==> config.mk <==
export PLATFORM = sky130hd
export DESIGN_NAME = instruction_loader
export DESIGN_NICKNAME = d
export VERILOG_FILES = /design/src/rtl/instruction_loader_pkg.sv /design/src/rtl/instruction_loader_byte_assembler.sv /design/src/rtl/instruction_loader.sv
export SDC_FILE = /design/constraint.sdc
export NUM_CORES = 1
export LEC_CHECK = 0
export ABC_AREA = 0
export BUFFER_PORTS_ARGS = -buffer_cell sky130_fd_sc_hd__buf_2
export CORE_MARGIN = 10
export CORE_UTILIZATION = 40
export CTS_CLUSTER_DIAMETER = 120
export DETAILED_ROUTE_END_ITERATION = 6
export GPL_ROUTABILITY_DRIVEN = 0
export SLEW_MARGIN = 0
export SYNTH_ARGS = -nofsm -noshare
export SYNTH_HDL_FRONTEND = slang
export SYNTH_HIERARCHICAL = 1
export SYNTH_SLANG_ARGS = --single-unit
==> constraint.sdc <==
create_clock -name clk -period 4.3 [get_ports clk]
set_input_delay 0.215 -clock clk [delete_from_list [all_inputs] [get_ports clk]]
set_output_delay 0.215 -clock clk [all_outputs]
set_load 0.005 [all_outputs]
==> src/rtl/instruction_loader_pkg.sv <==
// Shared types and constants for the instruction loader: loader states and
// stream framing sizes.
package instruction_loader_pkg;

    typedef enum logic [2:0] {
        IDLE    = 3'd0,
        HEADER  = 3'd1,
        PAYLOAD = 3'd2,
        DONE    = 3'd3,
        ERROR   = 3'd4
    } state_e;

    localparam int BYTES_PER_WORD = 4;
    localparam int HEADER_BYTES   = 4;

endpackage

==> src/rtl/instruction_loader_byte_assembler.sv <==
// Collects bytes into big-endian 32-bit words; word/word_valid are presented
// combinationally in the same cycle as the byte that completes the word.
module byte_assembler
    import instruction_loader_pkg::*;
(
    input  logic        clk,
    input  logic        rst_n,
    input  logic        clear,
    input  logic        byte_valid,
    input  logic [7:0]  byte_in,
    output logic [31:0] word,
    output logic        word_valid
);

    localparam logic [1:0] LAST_BYTE = 2'(BYTES_PER_WORD - 1);

    logic [1:0]  cnt_q, cnt_d;
    logic [31:0] shift_q, shift_d;

    // Next byte count and shift contents; clear wins over an incoming byte.
    always_comb begin
        cnt_d      = cnt_q;
        shift_d    = shift_q;
        word_valid = 1'b0;
        if (clear) begin
            cnt_d   = 2'd0;
            shift_d = 32'd0;
        end else if (byte_valid) begin
            cnt_d      = cnt_q + 2'd1;
            shift_d    = {shift_q[23:0], byte_in};
            word_valid = (cnt_q == LAST_BYTE);
        end else begin
            cnt_d   = cnt_q;
            shift_d = shift_q;
        end
    end

    assign word = shift_d;

    // Byte counter and shift register state.
    always_ff @(posedge clk or negedge rst_n) begin
        if (!rst_n) begin
            cnt_q   <= 2'd0;
            shift_q <= 32'd0;
        end else begin
            cnt_q   <= cnt_d;
            shift_q <= shift_d;
        end
    end

endmodule

==> src/rtl/instruction_loader.sv <==
// Loads a UART byte stream (big-endian word count, then that many big-endian
// words) into instruction memory from address 0 and reports busy/done/error.
module instruction_loader
    import instruction_loader_pkg::*;
#(
    parameter int MEM_SIZE   = 20000,
    parameter int ADDR_WIDTH = 16
) (
    input  logic                  clk,
    input  logic                  rst_n,
    input  logic                  start,
    input  logic                  rx_valid,
    input  logic [7:0]            rx_data,
    output logic                  write_enable,
    output logic [ADDR_WIDTH-1:0] address,
    output logic [31:0]           write_data,
    output logic                  busy,
    output logic                  done,
    output logic                  error
);

    localparam logic [31:0] MEM_LIMIT = 32'(MEM_SIZE);

    state_e                  state_q, state_d;
    logic [31:0]             count_q, count_d;
    logic [31:0]             k_q, k_d;
    logic                    we_q, we_d;
    logic [ADDR_WIDTH-1:0]   addr_q, addr_d;
    logic [31:0]             wdata_q, wdata_d;
    logic                    busy_q, busy_d;
    logic                    done_q, done_d;
    logic                    error_q, error_d;

    logic                    armable_s;
    logic                    start_accept_s;
    logic                    loading_s;
    logic                    byte_valid_s;
    logic                    word_valid_s;
    logic [31:0]             word_s;

    assign armable_s      = (state_q == IDLE) || (state_q == DONE) || (state_q == ERROR);
    assign start_accept_s = start && armable_s;
    assign loading_s      = (state_q == HEADER) || (state_q == PAYLOAD);
    assign byte_valid_s   = rx_valid && loading_s;

    byte_assembler u_asm (
        .clk        (clk),
        .rst_n      (rst_n),
        .clear      (start_accept_s),
        .byte_valid (byte_valid_s),
        .byte_in    (rx_data),
        .word       (word_s),
        .word_valid (word_valid_s)
    );

    // Next-state and next-output computation for the load sequence.
    always_comb begin
        state_d = state_q;
        count_d = count_q;
        k_d     = k_q;
        we_d    = 1'b0;
        addr_d  = addr_q;
        wdata_d = wdata_q;
        case (state_q)
            IDLE: begin
                if (start_accept_s) state_d = HEADER;
                else                state_d = IDLE;
            end
            HEADER: begin
                if (word_valid_s) begin
                    if (word_s == 32'd0) begin
                        state_d = DONE;
                    end else if (word_s > MEM_LIMIT) begin
                        state_d = ERROR;
                    end else begin
                        state_d = PAYLOAD;
                        count_d = word_s;
                        k_d     = 32'd0;
                    end
                end else begin
                    state_d = HEADER;
                end
            end
            PAYLOAD: begin
                // Leave one cycle after the last write so done trails it.
                if (k_q == count_q) begin
                    state_d = DONE;
                end else if (word_valid_s) begin
                    we_d    = 1'b1;
                    addr_d  = k_q[ADDR_WIDTH-1:0];
                    wdata_d = word_s;
                    k_d     = k_q + 32'd1;
                end else begin
                    state_d = PAYLOAD;
                end
            end
            DONE: begin
                if (start_accept_s) state_d = HEADER;
                else                state_d = IDLE;
            end
            ERROR: begin
                if (start_accept_s) state_d = HEADER;
                else                state_d = ERROR;
            end
            default: begin
                state_d = IDLE;
            end
        endcase
        busy_d  = (state_d == HEADER) || (state_d == PAYLOAD);
        done_d  = (state_d == DONE);
        error_d = (state_d == ERROR);
    end

    // State, counters and registered outputs.
    always_ff @(posedge clk or negedge rst_n) begin
        if (!rst_n) begin
            state_q <= IDLE;
            count_q <= 32'd0;
            k_q     <= 32'd0;
            we_q    <= 1'b0;
            addr_q  <= '0;
            wdata_q <= 32'd0;
            busy_q  <= 1'b0;
            done_q  <= 1'b0;
            error_q <= 1'b0;
        end else begin
            state_q <= state_d;
            count_q <= count_d;
            k_q     <= k_d;
            we_q    <= we_d;
            addr_q  <= addr_d;
            wdata_q <= wdata_d;
            busy_q  <= busy_d;
            done_q  <= done_d;
            error_q <= error_d;
        end
    end

    assign write_enable = we_q;
    assign address      = addr_q;
    assign write_data   = wdata_q;
    assign busy         = busy_q;
    assign done         = done_q;
    assign error        = error_q;

endmodule

# [Word level (Yosys, flattened, before mapping)]
# Index checks and enable logic that the tools add are counted.
[op_classes] add_sub_neg=2 reduce_logical=14 n_bitwise=3 muxes=23 n_eq_ne=15 n_lt_le_gt_ge=1
[ops] operator="$mux W32" count=7
[ops] operator="$pmux W32 S2" count=1
[ops] operator="$add A32 B1 Y32 const B" count=1
[ops] operator="$eq A32 B32 Y1" count=1
[ops] operator="$gt A32 B15 Y1 const B" count=1
[ops] operator="$logic_not A32 Y1" count=1
[ops] operator="$mux W3" count=6
[ops] operator="$eq A3 B2 Y1 const B" count=4
[ops] operator="$pmux W3 S4" count=1
[ops] operator="$eq A3 B1 Y1 const B" count=2
[ops] operator="$eq A3 B3 Y1 const B" count=2
[ops] operator="$mux W1" count=6
[ops] operator="$ne A2 B2 Y1 const B" count=3
[ops] operator="$reduce_and A6 Y1" count=1
[ops] operator="$logic_or A1 B1 Y1" count=4
[ops] operator="$mux W2" count=2
[ops] operator="$ne A2 B1 Y1 const B" count=2
[ops] operator="$reduce_and A4 Y1" count=1
[ops] operator="$reduce_bool A2 Y1" count=2
[ops] operator="$logic_not A3 Y1" count=1
[ops] operator="$not A1 Y1" count=3
[ops] operator="$reduce_and A3 Y1" count=1
[ops] operator="$add A2 B1 Y2 const B" count=1
[ops] operator="$eq A2 B2 Y1 const B" count=1
[ops] operator="2 further kinds" count=3
[word_totals] in_bits=12 regBits=153 output_inout_bits=52 elab_cells=69

# [Logic depth before layout (Yosys ltp)]
[logic_depth] depth_word=12 mapped_depth=16 ltp_nobuf=12

# [Cells and area by module]
# The synthesis kept the hierarchy.
[by_module_without_submodules] module="instruction_loader" area_per_inst_um2=5606.6 instances=1 seq_area_each_um2=2977.9 cells_per_inst=591
[by_module_without_submodules] module="byte_assembler" area_per_inst_um2=1430.1 instances=1 seq_area_each_um2=850.8 cells_per_inst=112

# [Least setup slack after synthesis]
# OpenSTA, ideal clock, no wires.
[synth_timing] kind="register to register" from="reg state_q[0]" to="reg k_q[15]" path_buffers=4 setup_slack_ps=205 t_arrival_ps=3971 t_required_ps=4176 path_stages_with_launch=15 setup_ps=124 period_less_slack_ps=4095 path_cell_list="dfrtp_1 or3b_2 clkbuf_1 a21boi_0 buf_6 buf_12 mux2i_1 nor2_1 or4_1 or4_1 a21oi_2 a21oi_2 buf_6 or3_4 a211o_1"
[synth_via] elab_chain_len=8 word_cells_on_any_way=24 classes_between="order compare: 1; eq/ne: 9; mux: 5; reduce/logical: 9"
[synth_rtl] element="start, declared" line="instruction_loader.sv:24" source="state_e state_q, state_d;"
[synth_rtl] element="start signal, assigned" line="instruction_loader.sv:127" source="state_q <= state_d;"
[synth_rtl] element="$eq A3 B1 Y1 or $eq A3 B2 Y1 (tied branches)" line="instruction_loader.sv:43" source="assign loading_s = (state_q == HEADER) || (state_q == PAYLOAD);"
[synth_rtl] element="$logic_or A1 B1 Y1 *" line="instruction_loader.sv:43"
[synth_rtl] element="$logic_and A1 B1 Y1 *" line="instruction_loader.sv:44" source="assign byte_valid_s = rx_valid && loading_s;"
[synth_rtl] element="net byte_valid_s" line="instruction_loader.sv:37" source="logic byte_valid_s;"
[synth_rtl] element="$mux W32 *" line="instruction_loader_byte_assembler.sv:28" source="end else if (byte_valid) begin"
[synth_rtl] element="$mux W32 *" line="instruction_loader_byte_assembler.sv:25" source="if (clear) begin"
[synth_rtl] element="net word_s[12]" line="instruction_loader.sv:39" source="logic [31:0] word_s;"
[synth_rtl] element="$gt A32 B15 Y1 or $logic_not A32 Y1 (tied branches)" line="instruction_loader.sv:73, instruction_loader.sv:71"
[synth_rtl] element="$ne A2 B2 Y1 (no line)"
[synth_rtl] element="$reduce_and A6 Y1 (no line) *"
[synth_rtl] element="end signal, assigned" line="instruction_loader.sv:129" source="k_q <= k_d;"
[synth_rtl] element="end, declared" line="instruction_loader.sv:26" source="logic [31:0] k_q, k_d;"
# Mark *: on every way through the listed nets, which the timed path passes. The rest lies on a longest branch.
# A chain may end at the register's enable or synchronous reset.

# [Final worst setup path]
[layout_timing] from="reg state_q[0]" to="reg k_q[20]"
# The elaborated chain is that of the path after synthesis.

==> flow_metrics.py <==
metrics = {
    "outcome": {
        "status": "finished, violations left",
        "violations": "negative hold slack",
    },
    "sta": {
        "finalClockSkew_ps": 9.14,
        "final.min_clock_period_ps": 4120,
        "worstMarginPinSlew_ps": 1080,
        "rsz0062_at_grt": "false",
        "max_slew_margin_pct": 27.9,
        "fmax_ghz": 0.243,
        "fin_crit_sh_pct": 95.8,
        "tns_ps": 0,
        "hold_viol_final": 28,
        "final_max_slew_viol_count": 0,
        "hold_slack_ps": -56.3,
        "setup_viol": 0,
        "layout_setup_ws_ps": 180,
    },
    "setup_path": {
        "worstPathArrival_ps": 4460,
        "cp-end-kind": "register",
        "slowest_delay_ps": 580,
        "path_common_cell": "or4_1",
        "worst-path-stages": 12,
        "cp_max_fo": 24,
        "start_kind": "register",
        "slowest_stage": "or4_1",
        "path_cells": "or3b_2 > a21boi_4 > buf_12 > mux2i_1 > nor2_1 > or4_1 > or4_1 > a21oi_4 > a21oi_4 > buf_4 > or4_1 > a21oi_1",
        "r2r_slack_ps": 180,
        "cp_num_buf_inv": 2,
        "cp.required_ps": 4640,
        "path_delay_family": "simple AND/OR/NAND/NOR gates",
        "r2r_cells": 12,
        "critPathKind": "reg -> reg",
    },
    "pwr": {
        "power.internal_mw": 2.93,
        "switching_share_pct": 29.6,
        "ir_worst_vdd_uv": 286,
        "power.switching_mw": 1.24,
        "clkPwrFrac_pct": 35.6,
        "leakagePower_nw": 4.22,
        "powerDensity_nw_per_um2": 509,
        "p_comb_share_pct": 19.9,
        "seq_power_share_pct": 44.5,
    },
    "final_layout": {
        "nFillCells": 1600,
        "area_growth_pct": 16.5,
        "multi_input_area_um2": 2980,
        "drive_above_1_share_pct": 18.2,
        "antennaDiodeCount": 0,
        "final_area_um2": 8200,
        "seqCellArea_um2": 3830,
        "fin_util_pct": 47.4,
        "layout.nets": 774,
    },
    "global_routing": {
        "antenna_found_initial": 0,
        "first_global_vias": 5531,
        "grt-ovfl-total": 0,
        "grt_max_degree": 119,
        "track_usage_pct": 15.8,
        "grt_pass1_wl_um": 30300,
    },
    "synthesis": {
        "synthArstFlopShare_pct": 100,
        "synth.top_cells.by_count": "nand2_1, dfrtp_1, nor2_1",
        "netlist_instances": 703,
        "syn-mean-instance-area_um2": 10.0,
        "synth_ff_type": "dfrtp_1",
        "yosysMostFrequentCell": "nand2_1",
        "synth_area_leaders": "dfrtp_1, nand2_1, mux2i_1",
        "syn_nets": 717,
        "synth_top_area_share_pct": 54.4,
        "synth_area_um2": 7040,
        "ys_seq_elements": 153,
        "synth-edff-count": 0,
        "ys.warnings.count": 6,
        "synth_area_leader_cell": "dfrtp_1",
        "yosysUniqueCellTypes": 54,
        "ys_seq_area_share_pct": 54.4,
    },
    "detailed_routing": {
        "drt-pass1-iter-count": 5,
        "drt-total-wl_um": 18300,
        "vias": 5413,
        "drc_errors": 0,
        "wl_per_cell_um": 18.4,
        "dr_wl_met3_um": 981,
        "drt_iter0_drc": 426,
        "top_layer": "met4",
        "ant_nets": 0,
        "drt-met1-wl_um": 7870,
        "met2_length_um": 9330,
        "via_per_inst": 5.42,
    },
    "clock_tree": {
        "cts_setup_buffers": 0,
        "cts_resized": 0,
        "cts-root-buf": "clkbuf_16",
        "cts_hold_buffers": 0,
        "cts_tree": "done",
        "h-tree-depth": 4,
        "numCtsBuffers": 17,
        "cts.clk_slew.worst_paths_ps": 60,
        "clock-sinks": 153,
        "cts.path.max_buffers": 2,
        "clock_latency_ps": 420,
    },
    "floorplan": {
        "rows": 48,
        "die_area_um2": 23300,
        "start_util_pct": 40.7,
        "io_pins": 64,
        "dieHeight_um": 153,
        "coreArea_um2": 17300,
        "fp.dieW_um": 153,
    },
    "place": {
        "place_worst_setup_slack_ps": 155,
        "io_buffers": 63,
        "placed_cell_area_um2": 7590,
        "dp_hpwl_um": 12900,
    },
    "job": {
        "max-cap-violations": 0,
    },
    "worst_hold_path": {
        "hp-class": "in -> async",
    },
}
## metal layers
layer / vias to the layer above / global-route usage, %
met5: - / 0
met4: 0 / 4.13
met3: 11 / 4.01
met2: 171 / 27.2
met1: 2683 / 19.2
li1: 2548 / -
## per-stage QoR
stage               std cells  power [mW]  hold WS, ps
finish                    998        4.17        -56.3
global route              998        4.43         25.1
CTS                       998        4.22         4.16
detailed placement        966        2.72          458
global placement          966        2.70          450
floorplan                 703        2.31        -80.6
## state kept, by name (all words and copies together), names as in the netlist
signal,cells
count_q,32
k_q,32
u_asm/shift_q,32
write_data,32
address,16
state_q,3
u_asm/cnt_q,2
busy,1
done,1
error,1
write_enable,1
## path summary, 6_finish.rpt
path,startpoint,to
setup reg to reg,state_q[0],k_q[20]
setup / recovery,state_q[0],k_q[20]
hold / removal,rst_n,write_data[27]
min in group clk,start,state_q[2]
hold reg to reg,write_data[14],write_data[14]
max in group asynchronous,rst_n,count_q[25]
## cell families after synthesis
kind of cell	Yosys count	synth area share (%)
AO/OA/AOI/OAI	78	7.24
AND/OR/NAND/NOR	332	22.3
flip-flops	153	54.4
multiplexers	53	7.81
buffers and inverters	52	3.77
adder cells (fa/ha/maj)	2	0.356
XOR/XNOR	33	4.11
## placed cells by master (no fill, tap or decap), types with 4 or more instances in the layout
cell type	count
buf_4	22
mux2_2	15
and2_1	19
o31ai_1	10
nand2_1	163
dfrtp_1	152
clkbuf_1	6
nand3_1	18
mux2i_1	38
nand2b_1	5
a31oi_1	13
or3_1	4
nor2_1	47
clkbuf_16	17
o21ai_0	13
buf_2	62
xor2_1	32
and3_1	7
or4_1	14
nor4_1	18
a21oi_1	21
nand4_1	19
## power by group through the flow
stage	logic (mW)	clock network [mW]	registers [mW]
3_3_place_gp	0.827	0	1.87
5_1_grt	0.950	1.58	1.89
6_report	0.828	1.49	1.86
2_1_floorplan	0.467	0	1.84
3_5_place_dp	0.843	0	1.88
4_1_cts	0.850	1.51	1.86
## final cells by class
cell class	instances	share of cell area [%]
Tap cell	225	3.44
Inverter	4	0.229
Multi-Input combinational cell	498	36.3
Sequential cell	153	46.7
Clock inverter	8	1.47
Clock buffer	24	5.63
Timing Repair Buffer	86	6.18
No activity file was read; power rests on OpenSTA's default activity.
